<file path="src/rtl/vga_digit_writer.sv">
// rtl/vga_digit_writer.sv - arbitrated binary-to-decimal glyph writer for the VGA display slot file
// Round-robin picks a requester, double-dabble converts its value, then writes one glyph per slot MSD first.
module vga_digit_writer #(
  parameter int NDIGITS       = 10,
  parameter int NSLOTS        = 40,
  parameter int BLANK_CODE    = 11,
  parameter int LEADING_BLANK = 1
) (
  input  logic        clk,
  input  logic        reset,
  input  logic        req0_valid,
  output logic        req0_ready,
  input  logic [31:0] req0_value,
  input  logic [7:0]  req0_base,
  input  logic        req1_valid,
  output logic        req1_ready,
  input  logic [31:0] req1_value,
  input  logic [7:0]  req1_base,
  output logic        av_chipselect,
  output logic        av_write,
  output logic [7:0]  av_address,
  output logic [31:0] av_writedata,
  input  logic        av_waitrequest,
  output logic        busy,
  output logic        done,
  output logic        done_id
);

  localparam int BW = 4 * NDIGITS;
  localparam int IW = (NDIGITS > 1) ? $clog2(NDIGITS) : 1;
  localparam logic [IW-1:0] IDX_LAST = IW'(NDIGITS - 1);
  localparam logic [IW-1:0] IDX_ONE  = IW'(1);

  typedef enum logic [1:0] {S_IDLE, S_CONVERT, S_WRITE} state_t;

  state_t          r_state;
  state_t          w_next;
  logic            r_ptr;
  logic            r_id;
  logic [31:0]     r_value;
  logic [7:0]      r_base;
  logic [BW-1:0]   r_bcd;
  logic [4:0]      r_cnt;
  logic [IW-1:0]   r_idx;
  logic            r_seen;
  logic            r_done;
  logic            r_done_id;

  logic            w_any;
  logic            w_grant;
  logic            w_hs;
  logic [BW-1:0]   w_adj;
  logic [3:0]      w_digit;
  logic [8:0]      w_slot;
  logic            w_in_range;
  logic            w_blank;
  logic [3:0]      w_code;
  logic            w_writing;
  logic            w_advance;
  logic            w_last;

  // Pointer side wins when valid; otherwise whichever requester is valid.
  assign w_any   = req0_valid | req1_valid;
  assign w_grant = (r_ptr ? req1_valid : req0_valid) ? r_ptr : ~r_ptr;
  assign w_hs    = (r_state == S_IDLE) && w_any;

  assign req0_ready = !reset && w_hs && (w_grant == 1'b0);
  assign req1_ready = !reset && w_hs && (w_grant == 1'b1);

  always_comb begin
    w_adj = r_bcd;
    for (int d = 0; d < NDIGITS; d++) begin
      if (r_bcd[4*d +: 4] >= 4'd5) w_adj[4*d +: 4] = r_bcd[4*d +: 4] + 4'd3;
    end
  end

  always_comb begin
    w_digit = 4'd0;
    for (int d = 0; d < NDIGITS; d++) begin
      if (IW'(NDIGITS - 1 - d) == r_idx) w_digit = r_bcd[4*d +: 4];
    end
  end

  assign w_slot     = {1'b0, r_base} + {{(9-IW){1'b0}}, r_idx};
  assign w_in_range = w_slot < 9'(NSLOTS);
  assign w_last     = (r_idx == IDX_LAST);
  // r_seen remembers a nonzero digit already emitted, so only leading zeros blank.
  assign w_blank    = (LEADING_BLANK != 0) && !r_seen && (w_digit == 4'd0) && !w_last;
  assign w_code     = w_blank ? 4'(BLANK_CODE) : w_digit;
  assign w_writing  = (r_state == S_WRITE) && w_in_range;
  assign w_advance  = (r_state == S_WRITE) && (!w_in_range || !av_waitrequest);

  assign av_chipselect = w_writing;
  assign av_write      = w_writing;
  assign av_address    = w_writing ? w_slot[7:0] : 8'd0;
  assign av_writedata  = w_writing ? {28'd0, w_code} : 32'd0;
  assign busy          = (r_state != S_IDLE);
  assign done          = r_done;
  assign done_id       = r_done_id;

  always_comb begin
    w_next = r_state;
    case (r_state)
      S_IDLE:    if (w_hs) w_next = S_CONVERT;
      S_CONVERT: if (r_cnt == 5'd31) w_next = S_WRITE;
      S_WRITE:   if (w_advance && w_last) w_next = S_IDLE;
      default:   w_next = S_IDLE;
    endcase
  end

  always_ff @(posedge clk or posedge reset) begin
    if (reset) r_state <= S_IDLE;
    else       r_state <= w_next;
  end

  always_ff @(posedge clk or posedge reset) begin
    if (reset) begin
      r_ptr     <= 1'b0;
      r_id      <= 1'b0;
      r_value   <= 32'd0;
      r_base    <= 8'd0;
      r_bcd     <= '0;
      r_cnt     <= 5'd0;
      r_idx     <= '0;
      r_seen    <= 1'b0;
      r_done    <= 1'b0;
      r_done_id <= 1'b0;
    end else begin
      r_done <= 1'b0;
      case (r_state)
        S_IDLE: begin
          if (w_hs) begin
            r_value <= w_grant ? req1_value : req0_value;
            r_base  <= w_grant ? req1_base : req0_base;
            r_id    <= w_grant;
            r_ptr   <= ~w_grant;
            r_bcd   <= '0;
            r_cnt   <= 5'd0;
            r_seen  <= 1'b0;
          end
        end
        S_CONVERT: begin
          r_bcd   <= {w_adj[BW-2:0], r_value[31]};
          r_value <= {r_value[30:0], 1'b0};
          r_cnt   <= r_cnt + 5'd1;
          r_idx   <= '0;
        end
        S_WRITE: begin
          if (w_advance) begin
            r_idx  <= r_idx + IDX_ONE;
            r_seen <= r_seen | (w_digit != 4'd0);
            if (w_last) begin
              r_done    <= 1'b1;
              r_done_id <= r_id;
            end
          end
        end
        default: ;
      endcase
    end
  end

endmodule
</file>
<file path="config.mk">
export PLATFORM = sky130hd
export DESIGN_NAME = vga_digit_writer
export DESIGN_NICKNAME = d
export VERILOG_FILES = /design/src/rtl/vga_digit_writer.sv
export SDC_FILE = /design/constraint.sdc
export NUM_CORES = 1
export LEC_CHECK = 0
export ABC_CLOCK_PERIOD_IN_PS = 3800
export BUFFER_PORTS_ARGS = -buffer_cell sky130_fd_sc_hd__buf_2
export CORE_MARGIN = 8
export CORE_UTILIZATION = 33
export DETAILED_ROUTE_END_ITERATION = 8
export GPL_ROUTABILITY_DRIVEN = 0
export MAX_ROUTING_LAYER = met4
export SYNTH_ARGS = -nofsm -noshare
export SYNTH_HDL_FRONTEND = slang
export SYNTH_SLANG_ARGS = --single-unit
</file>
<file path="constraint.sdc">
create_clock -name clk -period 3.8 [get_ports clk]
set_input_delay 0.38 -clock clk [delete_from_list [all_inputs] [get_ports clk]]
set_output_delay 0.38 -clock clk [all_outputs]
set_load 0.005 [all_outputs]
</file>
Yosys cells after proc, flatten, opt, wreduce, memory -nomap -nowiden:

Index checks and enable logic that the tools add are counted.

* flip-flop bits (word level): 96
* input bits: 85
* output and inout bits: 47

* add/subtract/negate cells: 13
* magnitude comparators: 11
* equality and inequality tests: 17
* multiplexer cells: 45
* bitwise operators: 4
* reduce and logical (&&, ||, !) cells: 29

Operator list (count)
* 4-bit 2-to-1 mux: 22
* 40-bit one-hot mux with 2 select lines: 1
* 32-bit 2-to-1 mux: 2
* 32-bit one-hot mux with 2 select lines: 1
* 4-bit by 3-bit greater-or-equal comparator with 1-bit output (second input constant): 10
* 40-bit 2-to-1 mux: 1
* 4-bit by 2-bit adder with 4-bit output (second input constant): 9
* 3-bit by 4-bit == test with 1-bit output (first input constant): 4
* 8-bit 2-to-1 mux: 2
* 5-bit one-hot mux with 2 select lines: 1
* 8-bit by 4-bit adder with 9-bit output: 1
* 1-bit logical AND: 9
* 9-bit by 6-bit < comparator with 1-bit output (second input constant): 1
* 3-bit AND reduction: 3
* 2-bit by 4-bit == test with 1-bit output (first input constant): 2
* 4-bit == test (first input constant): 2
* 4-bit zero test: 2
* 4-bit one-hot mux with 2 select lines: 1
* 2-bit nonzero test: 4
* 1-bit 2-to-1 mux: 7
* 2-bit 2-to-1 mux: 3
* 2-bit inequality test (second input constant): 3
* 2-bit one-hot mux with 3 select lines: 1
* 2-bit AND reduction: 3
* other kinds (18): 24

Longest topological paths before layout:

Gate-level depths: netlist of the first run.

* depth after elaboration: 16
* gate-level depth with buffers: 12
* depth with buffers taken out: 10

Worst setup path after synthesis of the first run:

No wires, ideal clock.

* path kind: input port to output port
* from: input port reset
* to: output port req0_ready
* arrival time: 2788 ps
* required time: 3420 ps
* slack: 632 ps
* stages: 2
* path through: inv_1 -> and3_1

* word-level cells in the longest chain between the ends: 3

Ends and longest elaborated chain
* start, declared: RTL line 10 `input logic reset,`
* 1-bit zero test (no line)
* 1-bit logical AND (2 in a row): RTL line 67 `assign req0_ready = !reset && w_hs && (w_grant == 1'b0);`
* end, declared: RTL line 12 `output logic req0_ready,`

No other way between the ends.

Worst setup path in the final report of the first run:

* from: register r_idx[0]
* to: output port av_writedata[0]

* word-level cells in the longest chain between the ends: 16

Ends and longest elaborated chain
* start, declared: RTL line 44 `logic [IW-1:0] r_idx;`
* start signal, assigned: RTL line 150 `r_idx <= r_idx + IDX_ONE;`
* 4-bit == test: RTL line 80, 86
* 4-bit 2-to-1 mux (10 in a row): RTL line 80 `if (IW'(NDIGITS - 1 - d) == r_idx) w_digit = r_bcd[4*d +: 4];`
* 4-bit zero test: RTL line 88 `assign w_blank = (LEADING_BLANK != 0) && !r_seen && (w_digit == 4'd0) && !w_last;`
* 1-bit logical AND (2 in a row): RTL line 88
* 4-bit 2-to-1 mux: RTL line 89 `assign w_code = w_blank ? 4'(BLANK_CODE) : w_digit;`
* 4-bit 2-to-1 mux *: RTL line 96 `assign av_writedata = w_writing ? {28'd0, w_code} : 32'd0;`
* end, declared: RTL line 22 `output logic [31:0] av_writedata,`

Mark *: on every way between the ends. The rest lies on a longest branch, timed or not.

==> results of run 1 <==
[logic make-up after synthesis]
logic type	after synthesis	share of synthesized area (%)
compound gates	234	23.4
xor+xnor	15	2.08
fa+ha+maj	31	6.27
buf+inv	110	8.73
flops	96	38.1
mux	44	7.04
other cells	1	0.0595
simple gates	173	14.4
[repair_timing]
item	in CTS	in global routing
hold buffers	0	0
hold endpoints to repair	0	0
setup endpoints to repair	0	12
resized for setup	0	2
[synth_stat cells, drive strengths merged (3+ instances only)]
cell type	instances
dfrtp	96
o21ai	92
a21oi	44
buf	41
mux2i	41
nand2	40
clkbuf	35
inv	34
nand3	33
a22oi	32
ha	30
nor2	29
nand2b	22
xnor2	13
o31ai	12
a32o	10
nor3b	10
nor2b	7
o21a	7
nand3b	6
a211oi	5
o211ai	5
or3	5
a21o	4
nor4	4
a311o	3
and3	3
mux2	3
o221ai	3
[registers in the layout, indices dropped and copies added (netlist names), 2 cells and up]
register / count
r_idx: 4
r_bcd: 40
r_cnt: 5
r_state: 2
r_value: 32
r_base: 8
[placed cells by master, fill, tap and decap left out, drive strengths merged, types with 22 or more instances in the layout]
cell type  instances
dfrtp             96
o21ai             92
inv               36
nand2             40
mux2i             41
nand2b            22
buf              113
nand3             33
conb              30
a21oi             44
ha                30
a22oi             32
nor2              29
[worst min path at each step]
stage	startpoint	to	slack [ns]	cells after the start
final	reset	r_value[13]	0.13	2
after global routing	reset	r_value[20]	0.19	2
after CTS	reset	r_value[16]	0.16	2
after detailed placement	r_id	r_id	0.48	1
after global placement	r_base[2]	r_base[2]	0.47	2
after floorplan	r_value[31]	r_bcd[0]	0.45	2
[critical path: cells and delay by family (launching register included)]
family | cells | cell delay (ns)
buffers and inverters | 3 | 0.27
DFF | 1 | 0.42
adders and majority gates | 2 | 0.58
and+or+nand+nor | 2 | 0.65
AOI/OAI and AO/OA | 4 | 0.91
[layer usage]
| metal | vias to the layer above | share of wire, % | wire length (um) | track usage [%] |
|---|---|---|---|---|
| met5 | - | 0 | 0 | - |
| met4 | 0 | 1.5 | 234 | 4.43 |
| met3 | 16 | 3.8 | 595 | 2.03 |
| met2 | 159 | 43 | 6720 | 19.7 |
| met1 | 2455 | 52 | 8140 | 19.2 |
| li1 | 2633 | - | - | - |
[cell type report]
class                      instances  share of cell area [%]
inverter                          34                    1.86
clock buffer                       9                    3.11
sequential                        96                    33.2
tap                              234                    4.04
clock inverter                     6                    1.28
multi-input combinational        527                    48.3
timing repair buffer             113                    8.22
[stage by stage]
step / utilization [%] / std cells / instance area [um2] / setup slack [ns]
global route: 38.7 / 1019 / 7250 / 0.0352
finish: 38.7 / 1019 / 7250 / 0.242
detailed placement: 37.0 / 1004 / 6920 / 0.451
floorplan: - / 733 / 6420 / 0.632
global placement: 37.0 / 1004 / 6920 / 0.497
CTS: 38.7 / 1019 / 7240 / 0.0491
[power groups by stage]
stage               Combinational (uW)  Sequential (uW)  Clock [uW]
finish                            2080             1910         996
global route                      2400             1980        1060
CTS                               2110             1900        1020
detailed placement                2100             1920           0
global placement                  2060             1920           0
floorplan                         1730             1770           0
==> impl_metrics.csv, run 1 <==
group,metric,value,unit
global_route,grt_max_degree,54,
worst_setup_path,critPathMaxFanout,7,
clock_tree,clockRootBuffer,"clkbuf_16",
clock_tree,cts.sink_count,96,
power,sequentialPowerShare,38.2,%
power,p_switching,2000,uW
final_layout,nNetsFinal,897,
placed_design,dp_hpwl,11.7,mm
clock_tree,clockBufferDepth,2,
final_layout,antenna_cells,0,
die,dieArea,23800,um2
global_route,first_global_vias,5111,
yosys,syn_avg_cell_area,8.96,um2
worst_setup_path,worstPathRequired,3.42,ns
detailed_routing,remaining_drc_errors,0,
global_route,grt.total_usage,13.7,%
sta,min_period,3.56,ns
clock_tree,clk_pin_slew,0.07,ns
clock_tree,htreeDepth,3,
die,coreArea,18700,um2
sta,rsz0062_at_grt,"false",
flow_run,maxCapViolCount,0,
global_route,grt_overflow,0,
worst_setup_path,cp-start-kind,"register",
yosys,netlist_area,6310,um2
sta,setup_viol,0,
die,die-width,154,um
sta,worstMarginPinSlew,0.728,ns
final_layout,nFillCells,1873,
worst_setup_path,worstSetupPathType,"reg2out",
power,powerDensity,688,nW/um2
placed_design,io_buffers,101,
power,p_int,2990,uW
detailed_routing,vias_per_cell,5.16,
power,power_switching_share,40.1,%
clock_tree,clock_latency,0.35,ns
global_route,antenna_found_initial,0,
worst_hold_path,hold_class,"in2async",
yosys,ys_async_sr_fraction,100,%
detailed_routing,drt_iter0_markers,404,
sta,slew-limit-headroom,51.5,%
die,num_io_pins,132,
sta,setup_tns,0,ns
global_route,grt_pass1_wl,26.1,mm
sta,max_freq,0.281,GHz
power,finalPower,4990,uW
final_layout,area.growth.synth_to_final,14.9,%
worst_setup_path,ff2ff_setup_slack,0.69,ns
worst_setup_path,critPathArrivalTime,3.18,ns
yosys,synth-seq-cells,96,
die,rows,50,
detailed_routing,drtPass1Iterations,5,
power,comb_power_share,41.8,%
yosys,yosys_warnings,0,
sta,hold_slack,0.128,ns
worst_setup_path,reg2regPathDepth,10,
yosys,syn_inst,704,
detailed_routing,ant_nets,0,
detailed_routing,vias,5263,
die,die_h,154,um
worst_setup_path,endpoint,"av_writedata[0]",
status,status,"completed",
sta,fin_crit_sh,93.6,%
worst_setup_path,r2r_start,"r_idx[0]",
clock_tree,numCtsBuffers,9,
sta,finalMaxSlewViolations,0,
yosys,synth_top_area_cell,"dfrtp_1",
yosys,synth.distinct_cells,60,
yosys,synth.area.top_cells,"dfrtp_1 (38%), o21ai_0 (7.3%), mux2i_1 (6.5%), ha_1 (6.0%), a22oi_1 (3.8%)",
sta,fin_worst_skew,0.00574,ns
final_layout,multi_input_area,3500,um2
clock_tree,cts_setup_buffers,0,
yosys,synth-edff-count,0,
power,ir_worst_vdd,329,uV
yosys,synth_top_area_share,38.1,%
sta,hold_violations,0,
yosys,yosysSeqAreaShare,38.1,%
worst_setup_path,crit_path_top_delay_cell,"or3_4",
worst_setup_path,endpoint_kind,"output port",
final_layout,seqCellArea,2400,um2
die,initial_core_util,33.7,%
detailed_routing,drt_wl_total,15.7,mm
worst_setup_path,crit_chain,"ha_1 > inv_1 > fa_1 > nand2b_1 > a221o_1 > o22a_1 > a311o_1 > or3_4 > inv_6 > o21a_1 > buf_2",
worst_setup_path,cpPeakStageDelay,0.44,ns
yosys,synth_ff_type,"dfrtp_1",
worst_setup_path,crit_start,"r_idx[0]",
worst_setup_path,rr_endpoint,"r_idx[1]",
power,p_clk_share,20.0,%
clock_tree,cts_tree,"done",
power,p_leak,0.00327,uW
final_layout,drive_gt1_share,18.6,%
detailed_routing,avgRoutedWirePerCell,15.4,um
(Power assumes the default switching activity.)
==> run 2, diff against run 1 <==
--- a/config.mk
+++ b/config.mk
@@ -5,7 +5,7 @@
 export SDC_FILE = /design/constraint.sdc
 export NUM_CORES = 1
 export LEC_CHECK = 0
-export ABC_CLOCK_PERIOD_IN_PS = 3800
+export ABC_CLOCK_PERIOD_IN_PS = 3300
 export BUFFER_PORTS_ARGS = -buffer_cell sky130_fd_sc_hd__buf_2
 export CORE_MARGIN = 8
 export CORE_UTILIZATION = 33
==> constraint.sdc (replaced) <==
create_clock -name clk -period 3.3 [get_ports clk]
set_input_delay 0.33 -clock clk [delete_from_list [all_inputs] [get_ports clk]]
set_output_delay 0.33 -clock clk [all_outputs]
set_load 0.005 [all_outputs]
==> impl_metrics.csv, run 2 (synthesis results as in run 1) <==
group,metric,value,unit
final_layout,drive_gt1_share,20.5,%
global_route,grt.total_usage,13.7,%
sta,rsz0062_at_grt,"true",
global_route,antenna_found_initial,0,
detailed_routing,drt_iter0_markers,275,
sta,slew-limit-headroom,33.3,%
clock_tree,clockRootBuffer,"clkbuf_16",
global_route,grt_pass1_wl,26.4,mm
status,failed_checks,"hold timing",
final_layout,largest_registers,"r_bcd: 40 flops, r_value: 32 flops, r_base: 8 flops",
sta,fin_worst_skew,0.00727,ns
power,p_leak,0.00333,uW
final_layout,layout_commonest_cell,"buf_2",
sta,max_freq,0.304,GHz
sta,min_period,3.29,ns
worst_setup_path,worstPathRequired,2.97,ns
global_route,grt_overflow,0,
sta,finalMaxSlewViolations,0,
worst_setup_path,endpoint_kind,"output port",
worst_hold_path,hold_class,"in2async",
clock_tree,clock_latency,0.35,ns
final_layout,largest_reg_flops,40,
detailed_routing,avgRoutedWirePerCell,15.3,um
sta,setup_viol,0,
worst_setup_path,cp-start-kind,"register",
placed_design,placed_cells,1009,
die,coreArea,18700,um2
worst_setup_path,ff2ff_setup_slack,0.32,ns
final_layout,final_cells,1031,
final_layout,largest_register,"r_bcd",
global_route,grt_max_degree,72,
worst_setup_path,worstSetupPathType,"reg2out",
clock_tree,clk_pin_slew,0.07,ns
detailed_routing,drt_wl_total,15.7,mm
detailed_routing,remaining_drc_errors,0,
die,die-width,154,um
sta,fin_crit_sh,99.6,%
global_route,first_global_vias,5270,
placed_design,io_buffers,101,
placed_design,dp_hpwl,11.5,mm
detailed_routing,vias_per_cell,5.13,
worst_setup_path,reg2regPathDepth,13,
final_layout,nNetsFinal,908,
final_layout,nFillCells,1889,
final_layout,multi_input_area,3520,um2
clock_tree,clockBufferDepth,2,
worst_setup_path,r2r_start,"r_base[0]",
final_layout,area.growth.synth_to_final,16.3,%
final_layout,fin_util,39.2,%
die,die_h,154,um
die,dieArea,23800,um2
final_layout,antenna_cells,0,
detailed_routing,drtPass1Iterations,4,
clock_tree,cts.sink_count,96,
die,initial_core_util,33.7,%
worst_setup_path,critPathMaxFanout,7,
final_layout,final_cell_mix,"buf_2 (101), dfrtp_1 (96), o21ai_0 (91)",
die,rows,50,
clock_tree,htreeDepth,3,
worst_setup_path,critPathArrivalTime,2.96,ns
clock_tree,cts_tree,"done",
sta,hold_slack,-0.0000906,ns
sta,worstMarginPinSlew,0.996,ns
final_layout,seqCellArea,2400,um2
die,num_io_pins,132,
power,powerDensity,779,nW/um2
flow_run,maxCapViolCount,0,
power,ir_worst_vdd,305,uV
status,status,"finished, violations left",
worst_setup_path,rr_endpoint,"r_idx[1]",
sta,hold_violations,1,
detailed_routing,ant_nets,0,
clock_tree,numCtsBuffers,9,
worst_setup_path,crit_start,"r_base[0]",
detailed_routing,vias,5291,
-- run 2: changes by cell type in the layout (fill, tap and decap cells not counted), sizes merged --
cell | previous run | this run
bufinv | 2 | 1
clkbuf | 9 | 10
inv | 36 | 37
clkinvlp | 2 | 1
buf | 113 | 124
clkinv | 0 | 1
-- run 2: per-layer routing --
| metal | global-route usage [%] | vias to the layer above | wire length [um] |
|---|---|---|---|
| met5 | - | - | 0 |
| met4 | 4.67 | 0 | 218 |
| met3 | 2.12 | 15 | 674 |
| met2 | 20.5 | 158 | 6860 |
| met1 | 18.6 | 2460 | 7990 |
| li1 | - | 2658 | - |
-- run 2: worst max path at each step --
stage / to / depth (start not counted)
floorplan: av_address[0] / 12
global route: av_writedata[3] / 11
detailed placement: av_writedata[0] / 11
global placement: av_writedata[0] / 11
finish: av_writedata[1] / 11
CTS: av_writedata[0] / 11
-- run 2: layout make-up --
class                      count  area share [%]
clock buffer                  10            3.12
clock inverter                 6            1.02
inverter                      34            1.84
multi-input combinational    527            48.0
sequential                    96            32.7
tap                          234            3.99
timing repair buffer         124            9.24
-- run 2: worst max-delay path, stage by stage, from the launching register on --
cell and delay (ns):
dfrtp_1 0.35, ha_2 0.20, inv_2 0.04, fa_2 0.34, nand2b_4 0.15, a221o_1 0.29, o22a_1 0.17, a311o_1 0.28
or3_4 0.43, inv_6 0.11, o21a_1 0.12, buf_2 0.11
-- run 2: repair_timing --
item / 4_1_cts / 5_1_grt
setup endpoints to repair: 12 / 12
hold buffers: 0 / 0
resized for setup: 7 / 1
buffers inserted: 3 / 3
pin swaps: 2 / 4
cloned: 0 / 0
-- run 2: stage by stage --
stage | total power [uW] | setup WS [ns] | area [um2] | hold WS (ns) | TNS [ns]
after floorplan | 4030 | 0.210 | 6420 | 0.449 | 0
after CTS | 5760 | -0.0355 | 7310 | 0.00682 | -0.130
final | 5710 | 0.0133 | 7340 | -0.0000906 | 0
after global placement | 4580 | 0.165 | 6960 | 0.390 | 0
after global routing | 6260 | -0.142 | 7340 | 0.0319 | -0.605
after detailed placement | 4620 | 0.121 | 6960 | 0.393 | 0
-- run 2: report_power, final --
| group | internal, uW | switching (uW) |
|---|---|---|
| sequential | 1700 | 496 |
| clock | 601 | 491 |
| combinational | 1110 | 1320 |
==> run 3, diff against run 2 <==
--- a/config.mk
+++ b/config.mk
@@ -7,6 +7,7 @@
 export LEC_CHECK = 0
 export ABC_CLOCK_PERIOD_IN_PS = 3300
 export BUFFER_PORTS_ARGS = -buffer_cell sky130_fd_sc_hd__buf_2
+export CORE_ASPECT_RATIO = 0.9
 export CORE_MARGIN = 8
 export CORE_UTILIZATION = 33
 export DETAILED_ROUTE_END_ITERATION = 8
==> impl_metrics.csv, run 3 (synthesis results as in run 1) <==
group,metric,value,unit
status,status,"completed",
power,powerDensity,781,nW/um2
final_layout,final_cell_mix,"buf_2 (101), dfrtp_1 (96), o21ai_0 (91)",
die,die-width,162,um
detailed_routing,drt_wl_total,15.8,mm
sta,rsz0062_at_grt,"true",
worst_setup_path,reg2regPathDepth,9,
worst_setup_path,cp-start-kind,"register",
global_route,antenna_found_initial,0,
detailed_routing,ant_nets,0,
die,coreArea,19000,um2
final_layout,fin_area,7370,um2
final_layout,area.growth.synth_to_final,16.8,%
final_layout,nNetsFinal,906,
clock_tree,clockBufferDepth,2,
clock_tree,clockRootBuffer,"clkbuf_16",
detailed_routing,vias_per_cell,4.97,
global_route,first_global_vias,5211,
global_route,grt.total_usage,13.6,%
sta,slew-limit-headroom,55.7,%
die,rows,48,
sta,fin_worst_skew,0.0124,ns
flow_run,maxCapViolCount,0,
worst_setup_path,worstSetupPathType,"reg2out",
placed_design,dpl_cell_area,6980,um2
sta,finalMaxSlewViolations,0,
worst_hold_path,hold_start,"req1_value[29]",
clock_tree,cts.sink_count,96,
sta,max_freq,0.308,GHz
global_route,grt_pass1_wl,26.3,mm
die,die_h,147,um
clock_tree,clock_latency,0.35,ns
power,ir_worst_vdd,361,uV
clock_tree,cts_tree,"done",
detailed_routing,vias,5193,
worst_setup_path,ff2ff_setup_slack,0.43,ns
worst_hold_path,min_delay_path_depth,3,
sta,min_period,3.24,ns
final_layout,largest_registers,"r_bcd: 40 flops, r_value: 32 flops, r_base: 8 flops",
final_layout,largest_reg_flops,40,
worst_setup_path,r2r_start,"r_idx[1]",
final_layout,antenna_cells,0,
global_route,grt_max_degree,53,
final_layout,fin_util,38.8,%
die,initial_core_util,33.2,%
detailed_routing,drtPass1Iterations,4,
global_route,grt_overflow,0,
sta,worstMarginPinSlew,0.662,ns
die,dieArea,23800,um2
sta,setup_viol,0,
detailed_routing,remaining_drc_errors,0,
detailed_routing,drt_iter0_markers,309,
worst_setup_path,worstPathRequired,2.97,ns
sta,setup_tns,0,ns
power,p_leak,0.00333,uW
worst_setup_path,rr_endpoint,"r_idx[1]",
final_layout,layout_commonest_cell,"buf_2",
clock_tree,clk_pin_slew,0.08,ns
sta,fin_crit_sh,98.3,%
worst_hold_path,hold_class,"in2reg",
final_layout,largest_register,"r_bcd",
die,num_io_pins,132,
clock_tree,htreeDepth,3,
placed_design,dp_hpwl,11.6,mm
clock_tree,numCtsBuffers,9,
worst_setup_path,critPathMaxFanout,7,
worst_setup_path,critPathArrivalTime,2.91,ns
sta,hold_violations,0,
worst_setup_path,endpoint_kind,"output port",
final_layout,drive_gt1_share,20.5,%
worst_hold_path,min_to,"r_value[29]",
placed_design,io_buffers,101,
detailed_routing,avgRoutedWirePerCell,15.1,um
[run 3: changes by cell type in the layout (fill, tap and decap cells not counted), sizes merged]
cell | previous run | this run
clkinv | 1 | 3
clkinvlp | 1 | 0
inv | 37 | 36
dlygate4sd3 | 0 | 1
buf | 124 | 121
[run 3: power breakdown]
| part | internal [uW] | leakage [uW] | total, uW | switching [uW] |
|---|---|---|---|---|
| Sequential | 1690 | 0.00120 | 2200 | 510 |
| Clock | 628 | 0.000158 | 1140 | 508 |
| Combinational | 1090 | 0.00197 | 2410 | 1320 |
[run 3: metrics by stage]
stage                     setup WS, ns  hold slack [ns]  power, uW  instances
after floorplan                  0.210            0.449       4030        733
after global placement           0.211            0.309       4600       1025
after detailed placement         0.169            0.308       4640       1025
after CTS                       0.0104            0.253       5800       1044
after global routing           -0.0683            0.269       6280       1045
final                           0.0575            0.260       5750       1045
[run 3: timing repair]
item,in CTS,in global routing
gates resized for setup,5,6
hold endpoints to repair,20,0
setup endpoints to repair,12,12
buffers inserted,2,1
hold buffers,1,0
pin swaps,2,2
[run 3: worst max path at each step]
stage               startpoint               to  slack [ns]  depth (start not counted)
global placement     r_base[0]    av_address[0]        0.21                         11
detailed placement   r_base[0]    av_address[2]        0.17                         10
floorplan             r_idx[0]    av_address[0]        0.21                         12
finish                r_idx[1]    av_address[0]        0.06                         10
global route          r_idx[0]  av_writedata[3]       -0.07                         11
CTS                  r_base[0]  av_writedata[0]        0.01                         11
[run 3: worst max-delay path: stages (launching register included)]
cell      delay, ns
dfrtp_1        0.42
inv_1          0.13
fa_2           0.37
nand2b_4       0.15
a221o_1        0.29
o22a_1         0.17
a311o_1        0.28
or3_4          0.43
clkinv_4       0.08
and2_1         0.11
buf_2          0.10
[run 3: area by class of cell]
cell class / instances / area, um2
Tap cell: 250 / 313
Timing Repair Buffer: 122 / 666
Sequential cell: 96 / 2400
Clock buffer: 10 / 239
Fill cell: 1955 / 11600
Clock inverter: 6 / 83.8
Inverter: 34 / 135
Multi-Input combinational cell: 527 / 3530
[run 3: routing by layer]
metal | global-route usage [%] | routed length [um]
met5 | - | 0
met4 | 2.73 | 131
met3 | 2.46 | 590
met2 | 20.6 | 6930
met1 | 18.7 | 8160
